<file path="src/rtl/pc_stack.sv">
// Program counter with a LIFO return-address stack (call/ret) and sticky overflow/underflow flags.
// One-cycle latency on all registered outputs; full/empty are decoded combinationally from depth.
module pc_stack #(
  parameter int ADDR_W = 15,
  parameter int DATA_W = 16,
  parameter int DEPTH  = 8
) (
  input  logic                       clk,
  input  logic                       rst,
  input  logic                       en,
  input  logic                       load,
  input  logic                       call,
  input  logic                       ret,
  input  logic                       clr,
  input  logic                       err_clr,
  input  logic [DATA_W-1:0]          data_in,
  output logic [ADDR_W-1:0]          data_out,
  output logic [$clog2(DEPTH+1)-1:0] depth,
  output logic                       full,
  output logic                       empty,
  output logic                       ovf,
  output logic                       unf
);

  localparam int DW = $clog2(DEPTH+1);
  localparam int IW = $clog2(DEPTH);
  localparam logic [DW-1:0]     ONE_D = 1;
  localparam logic [ADDR_W-1:0] ONE_A = 1;

  logic [ADDR_W-1:0] r_pc;
  logic [DW-1:0]     r_depth;
  logic              r_ovf;
  logic              r_unf;
  logic [ADDR_W-1:0] r_stack [DEPTH];

  logic [ADDR_W-1:0] w_target;
  logic [ADDR_W-1:0] w_pc_inc;
  logic [DW-1:0]     w_depth_m1;
  logic [IW-1:0]     w_wr_idx;
  logic [IW-1:0]     w_rd_idx;
  logic              w_full;
  logic              w_empty;
  logic              w_push;
  logic              w_unused_hi;

  assign w_target    = data_in[ADDR_W-1:0];
  assign w_unused_hi = ^data_in;
  assign w_pc_inc    = r_pc + ONE_A;
  assign w_depth_m1  = r_depth - ONE_D;
  assign w_wr_idx    = r_depth[IW-1:0];
  assign w_rd_idx    = w_depth_m1[IW-1:0];
  assign w_full      = (r_depth == DW'(DEPTH));
  assign w_empty     = (r_depth == '0);
  // Push only on a call that wins priority and has room; an overflowing call still jumps.
  assign w_push      = en & ~load & call & ~w_full;

  always_ff @(posedge clk or posedge rst) begin
    if (rst) begin
      r_pc    <= '0;
      r_depth <= '0;
      r_ovf   <= 1'b0;
      r_unf   <= 1'b0;
    end else begin
      if (en) begin
        if (load) begin
          r_pc <= w_target;
        end else if (call) begin
          r_pc <= w_target;
          if (w_full) r_ovf   <= 1'b1;
          else        r_depth <= r_depth + ONE_D;
        end else if (ret) begin
          if (w_empty) begin
            r_pc  <= w_pc_inc;
            r_unf <= 1'b1;
          end else begin
            r_pc    <= r_stack[w_rd_idx];
            r_depth <= w_depth_m1;
          end
        end else if (clr) begin
          r_pc <= '0;
        end else begin
          r_pc <= w_pc_inc;
        end
      end
      // Placed last so a same-cycle clear beats a same-cycle error.
      if (err_clr) begin
        r_ovf <= 1'b0;
        r_unf <= 1'b0;
      end
    end
  end

  always_ff @(posedge clk) begin
    if (w_push) r_stack[w_wr_idx] <= w_pc_inc;
  end

  assign data_out = r_pc;
  assign depth    = r_depth;
  assign full     = w_full;
  assign empty    = w_empty;
  assign ovf      = r_ovf;
  assign unf      = r_unf;

endmodule

</file>
<file path="config.mk">
export PLATFORM = sky130hd
export DESIGN_NAME = pc_stack
export DESIGN_NICKNAME = d
export VERILOG_FILES = /design/src/rtl/pc_stack.sv
export SDC_FILE = /design/constraint.sdc
export NUM_CORES = 1
export LEC_CHECK = 0
export BUFFER_PORTS_ARGS = -buffer_cell sky130_fd_sc_hd__clkbuf_2
export CORE_MARGIN = 3
export CORE_UTILIZATION = 30
export DETAILED_ROUTE_END_ITERATION = 10
export SYNTH_ARGS = -nofsm -noshare
export SYNTH_HDL_FRONTEND = slang
export SYNTH_SLANG_ARGS = --single-unit
</file>
<file path="constraint.sdc">
create_clock -name clk -period 3.2 [get_ports clk]
set_clock_uncertainty 0.05 [all_clocks]
set_input_delay 0.96 -clock clk [delete_from_list [all_inputs] [get_ports clk]]
set_output_delay 0.96 -clock clk [all_outputs]
set_load 0.02 [all_outputs]
</file>
==> metrics.csv, run 1 <==
metric;value;unit
path_max_fanout;9;
ys.flop_type;edfxtp_1;
grt_pass1_vias;3542;
ys_seq_elements;141;
syn_inst;358;
yosys_warnings;0;
viasPerCell;4.96;
p_comb_share;29.1;%
cp.required;2.19;ns
layout_commonest_cell;edfxtp_1;
diodes;0;
slowest_delay;0.49;ns
p_clk_share;33.9;%
synthTopCellsByArea;edfxtp_1, dfrtp_1, mux4_2;
gp_congestion;0.765;
place_area;6620;µm²
place_worst_setup_slack;0.613;ns
clkLatencyLatePin;0.42;ns
synth_area_leader_cell;edfxtp_1;
cts_buffers;17;
hold_viol_final;0;
drtIter0Drc;266;
cts_tree;built;
placementRows;51;
area_delta_synth_final;20.7;%
path_clk_slew;0.05;ns
fp.dieW;148;µm
min_period_over_period;87.4;%
status;finished clean;
htreeDepth;4;
slew_violations;0;
endpoint_kind;output port;
grtUsageTotal;13.4;%
worstSetupStartpointType;flop;
nets;449;
grt_pass1_wl;21200;µm
synth_top_area_share;59.9;%
ios;47;
drc_errors;0;
worstSetupPathType;flop to output port;
ctsLongestPathBuffers;2;
finalSetupViolations;0;
syn-cell-area;6020;µm²
start_util;30.7;%
period_needed;2.80;ns
antenna_found_initial;0;
cp_num_buf_inv;2;
synth_nets;385;
stdcell_count;700;
leakage;2.54;nW
core_region_area;19600;µm²
max_cap_violations;0;
slew_headroom;50.0;%
p_sw;1.86;mW
dpl.hpwl;9090;µm
rsz0062_at_grt;false;
fin_ws;0.405;ns
vias;3474;
peakVddDrop;409;µV
synth-edff-count;120;
dieHeight;148;µm
drt_pass1_iterations;5;
postCtsSetupBuffers;0;
power_frac_seq;37.0;%
die_area;21800;µm²
portBuffers;45;
max_freq;358;MHz
drt-total-wl;14300;µm
wl_per_cell;20.5;µm
worstMarginPinSlew;0.745;ns
placed_cells;668;
ant_nets;0;
grt_max_degree;25;
powerDensity;869;nW/µm²
cpLargestDelayFamily;flip-flops;
final_core_utilization;37.1;%
overflow;0;
power.total;6.31;mW
final_cell_mix;edfxtp_1, clkbuf_2, nor2_1;
syn_area_per_cell;16.8;µm²
crit_chain;inv_1 -> ha_1 -> nor3b_2 -> clkbuf_2;
hold_path_class;flop to flop;
ys_types;41;
setup_tns;0;ns
internal_power;4.45;mW
root_buffer;clkbuf_16;
cts-hold-fix-buffers;0;
ys_seq_area_share;68.6;%
clock-sinks;141;
crit_slowest_cell;dfrtp_1;
ys_async_sr_fraction;14.9;%
ctsResizeCount;0;
cp_data_arrival_time;1.79;ns
postLayoutCellArea;7260;µm²
drive_above_1_share;29.0;%
swShare;29.5;%
holdWs;0.463;ns
[final cells by class]
class | instances | area (µm²)
clock buffer | 21 | 450
clock inverter | 11 | 190
fill | 1833 | 12300
inverter | 14 | 52.6
multi-input combinational | 185 | 1750
sequential | 141 | 4130
tap | 265 | 332
timing repair buffer | 63 | 360
[cells by family (layout without fill, tap and decap cells)]
| group | Yosys count | after routing | synth area share [%] |
|---|---|---|---|
| muxes | 46 | 46 | 14.5 |
| and+or+nand+nor | 66 | 66 | 5.24 |
| adders and majority gates | 3 | 3 | 0.624 |
| xor gates and xnor gates | 17 | 17 | 2.47 |
| buffers and inverters | 32 | 109 | 2.70 |
| DFF | 141 | 141 | 68.6 |
| AOI/OAI and AO/OA | 53 | 53 | 5.82 |
[state kept, by name, summed over array words and instances, names as in the netlist]
register  flops
r_stack     120
ovf           1
depth         4
data_out     15
unf           1
[path summary, 6_finish.rpt]
path	startpoint	end	slack, ns	cells past startpoint
setup / recovery	depth[1]	empty	0.40	4
hold / removal	ovf	ovf	0.46	2
setup reg to reg	depth[1]	data_out[6]	0.64	8
hold reg to reg	ovf	ovf	0.46	2
max in group asynchronous	rst	depth[0]	2.32	3
min in group asynchronous	rst	unf	0.51	3
[worst min-delay path: stages (launching register included)]
cell and delay [ns]:
dfrtp_1 0.34, a41oi_1 0.05, nor2_1 0.08
[Yosys cell counts (2+ instances only)]
| cell | n |
|---|---|
| nor4_1 | 3 |
| buf_2 | 3 |
| dfrtp_1 | 21 |
| xnor2_1 | 11 |
| nand2_1 | 10 |
| o21ai_0 | 14 |
| nor2_1 | 30 |
| a21oi_1 | 10 |
| mux2_2 | 7 |
| edfxtp_1 | 120 |
| nor3_1 | 6 |
| nand2b_1 | 2 |
| ha_1 | 3 |
| o22ai_1 | 8 |
| mux4_1 | 8 |
| nand4_1 | 5 |
| a211oi_1 | 6 |
| xor2_1 | 6 |
| buf_6 | 2 |
| mux2i_1 | 9 |
| a31oi_1 | 2 |
| inv_1 | 14 |
| a221oi_1 | 6 |
| mux4_2 | 22 |
| a41oi_1 | 2 |
| nand3_1 | 3 |
| buf_4 | 2 |
| clkbuf_1 | 10 |
[power groups by stage]
stage | Clock (mW) | Sequential, mW | Combinational, mW
global placement | 0 | 2.36 | 1.81
floorplan | 0 | 2.39 | 1.36
CTS | 2.17 | 2.34 | 1.88
global route | 2.25 | 2.35 | 1.99
detailed placement | 0 | 2.37 | 1.87
finish | 2.14 | 2.34 | 1.84
[layer usage]
layer  share of wire [%]  wire, µm  track usage [%]
met3                 5.6       810             4.05
met5                   0         0                0
met2                  53      7560             23.1
met4                 1.2       178             4.29
met1                  40      5790             16.1
No activity file was read; power rests on OpenSTA's default activity.
==> run 2: changes to the inputs <==
--- a/config.mk
+++ b/config.mk
@@ -7,8 +7,9 @@
 export LEC_CHECK = 0
 export BUFFER_PORTS_ARGS = -buffer_cell sky130_fd_sc_hd__clkbuf_2
 export CORE_MARGIN = 3
-export CORE_UTILIZATION = 30
+export CORE_UTILIZATION = 50
 export DETAILED_ROUTE_END_ITERATION = 10
+export PLACE_DENSITY = 0.71
 export SYNTH_ARGS = -nofsm -noshare
 export SYNTH_HDL_FRONTEND = slang
 export SYNTH_SLANG_ARGS = --single-unit
==> run 2 against run 1 <==
Net effect:
- fmax decreased by 0.93%
- power decreased by 1.9%
- die area down 39%
- worst setup slack got worse by 0.026 ns
- clock power decreased by 7%
- non-clock buffer count up 6
- core utilization increased by 24 points
- register-to-register slack worse by 0.15 ns
- critical path type unchanged
- critical endpoint unchanged
==> metrics.csv, run 2 (synthesis gave the netlist of run 1 again) <==
metric;value;unit
clock-sinks;141;
slew_violations;0;
setup_tns;0;ns
reg2reg_depth;8;
grtUsageTotal;22.0;%
reg2reg_slack;0.49;ns
rr_startpoint;depth[1];
min_period_over_period;88.2;%
cts_buffers;17;
slew_headroom;53.3;%
root_buffer;clkbuf_16;
drt-total-wl;13600;µm
multi_input_area;1740;µm²
period_needed;2.82;ns
crit_slowest_cell;dfrtp_1;
grt_pass1_vias;3529;
worstMarginPinSlew;0.695;ns
fp.dieW;116;µm
drtIter0Drc;340;
ctsResizeCount;0;
crit_end;empty;
diodes;0;
hold_path_class;flop to flop;
core_region_area;11600;µm²
cp_num_buf_inv;2;
overflow;0;
largest_register_ffs;120;
start_util;51.8;%
cp_data_arrival_time;1.81;ns
seq_area;4130;µm²
ctsLongestPathBuffers;2;
cts_tree;built;
cts-hold-fix-buffers;0;
final_core_utilization;61.3;%
finalSetupViolations;0;
path_clk_slew;0.06;ns
clkLatencyLatePin;0.42;ns
leakage;2.57;nW
crit_chain;inv_1 -> ha_1 -> nor3b_2 -> clkbuf_2;
ant_nets;0;
final_cell_mix;edfxtp_1, clkbuf_2, nor2_1;
powerDensity;869;nW/µm²
worstSetupPathType;flop to output port;
dpl.hpwl;8520;µm
htreeDepth;4;
regMostFlops;r_stack;
startpoint;depth[1];
ios;47;
grt_max_degree;36;
viasPerCell;6.00;
fill_cells;874;
nets;455;
status;finished clean;
drt_pass1_iterations;6;
slowest_delay;0.49;ns
endpoint_kind;output port;
peakVddDrop;692;µV
area_delta_synth_final;18.3;%
dieHeight;116;µm
portBuffers;45;
wl_per_cell;23.2;µm
gp_congestion;0.780;
layout_commonest_cell;edfxtp_1;
rsz0062_at_grt;false;
path_depth;4;
holdWs;0.457;ns
path_max_fanout;9;
drc_errors;0;
cp.required;2.19;ns
grt_pass1_wl;20900;µm
die_area;13400;µm²
max_freq;354;MHz
hold_viol_final;0;
max_cap_violations;0;
cpLargestDelayFamily;flip-flops;
reg2reg_to;data_out[6];
worstSetupStartpointType;flop;
antenna_found_initial;0;
postCtsSetupBuffers;0;
placementRows;39;
vias;3502;
drive_above_1_share;30.4;%
[run 2: worst min path at each step]
stage          startpoint  end  slack, ns  cells past startpoint
3_3_place_gp          unf  unf       0.44                      2
6_report              ovf  ovf       0.46                      2
5_1_grt               ovf  ovf       0.49                      2
3_5_place_dp          ovf  ovf       0.45                      2
2_1_floorplan         ovf  ovf       0.56                      2
4_1_cts               ovf  ovf       0.46                      2
[run 2: report_power, final]
group	internal (mW)	switching, mW	leakage [nW]
combinational	0.851	1.00	0.946
clock	1.28	0.724	0.293
sequential	2.21	0.130	1.33
total	4.34	1.85	2.57
[run 2: cell type report]
class	count	share of cell area [%]
clock buffers	21	6.61
clock inverters	11	1.97
inverters	14	0.738
multi-input cells	185	24.5
flip-flops and latches	141	58.0
well taps	143	2.51
repair buffers	69	5.69
[run 2: worst reg2reg max path: cells and delay by family, from the launching register on]
family	cells	cell delay [ns]
compound gates	2	0.57
simple gates	1	0.08
buf+inv	2	0.44
mux	2	0.58
flops	1	0.53
fa+ha+maj	1	0.32
[run 2: layer usage]
layer | vias up | wire length [µm] | global-route usage [%]
met5 | - | 0 | 0
met4 | 0 | 239 | 7.42
met3 | 21 | 829 | 5.74
met2 | 131 | 6800 | 35.7
met1 | 1777 | 5690 | 29.4
li1 | 1573 | - | -
[run 2: metrics by stage]
stage | total power [mW] | cell area [µm²] | cells | setup slack, ns
final | 6.19 | 7120 | 584 | 0.379
after global routing | 6.47 | 7120 | 584 | 0.243
after CTS | 6.24 | 7120 | 584 | 0.370
after detailed placement | 4.22 | 6510 | 552 | 0.617
after global placement | 4.16 | 6510 | 552 | 0.686
after floorplan | 3.75 | 6030 | 358 | 0.215
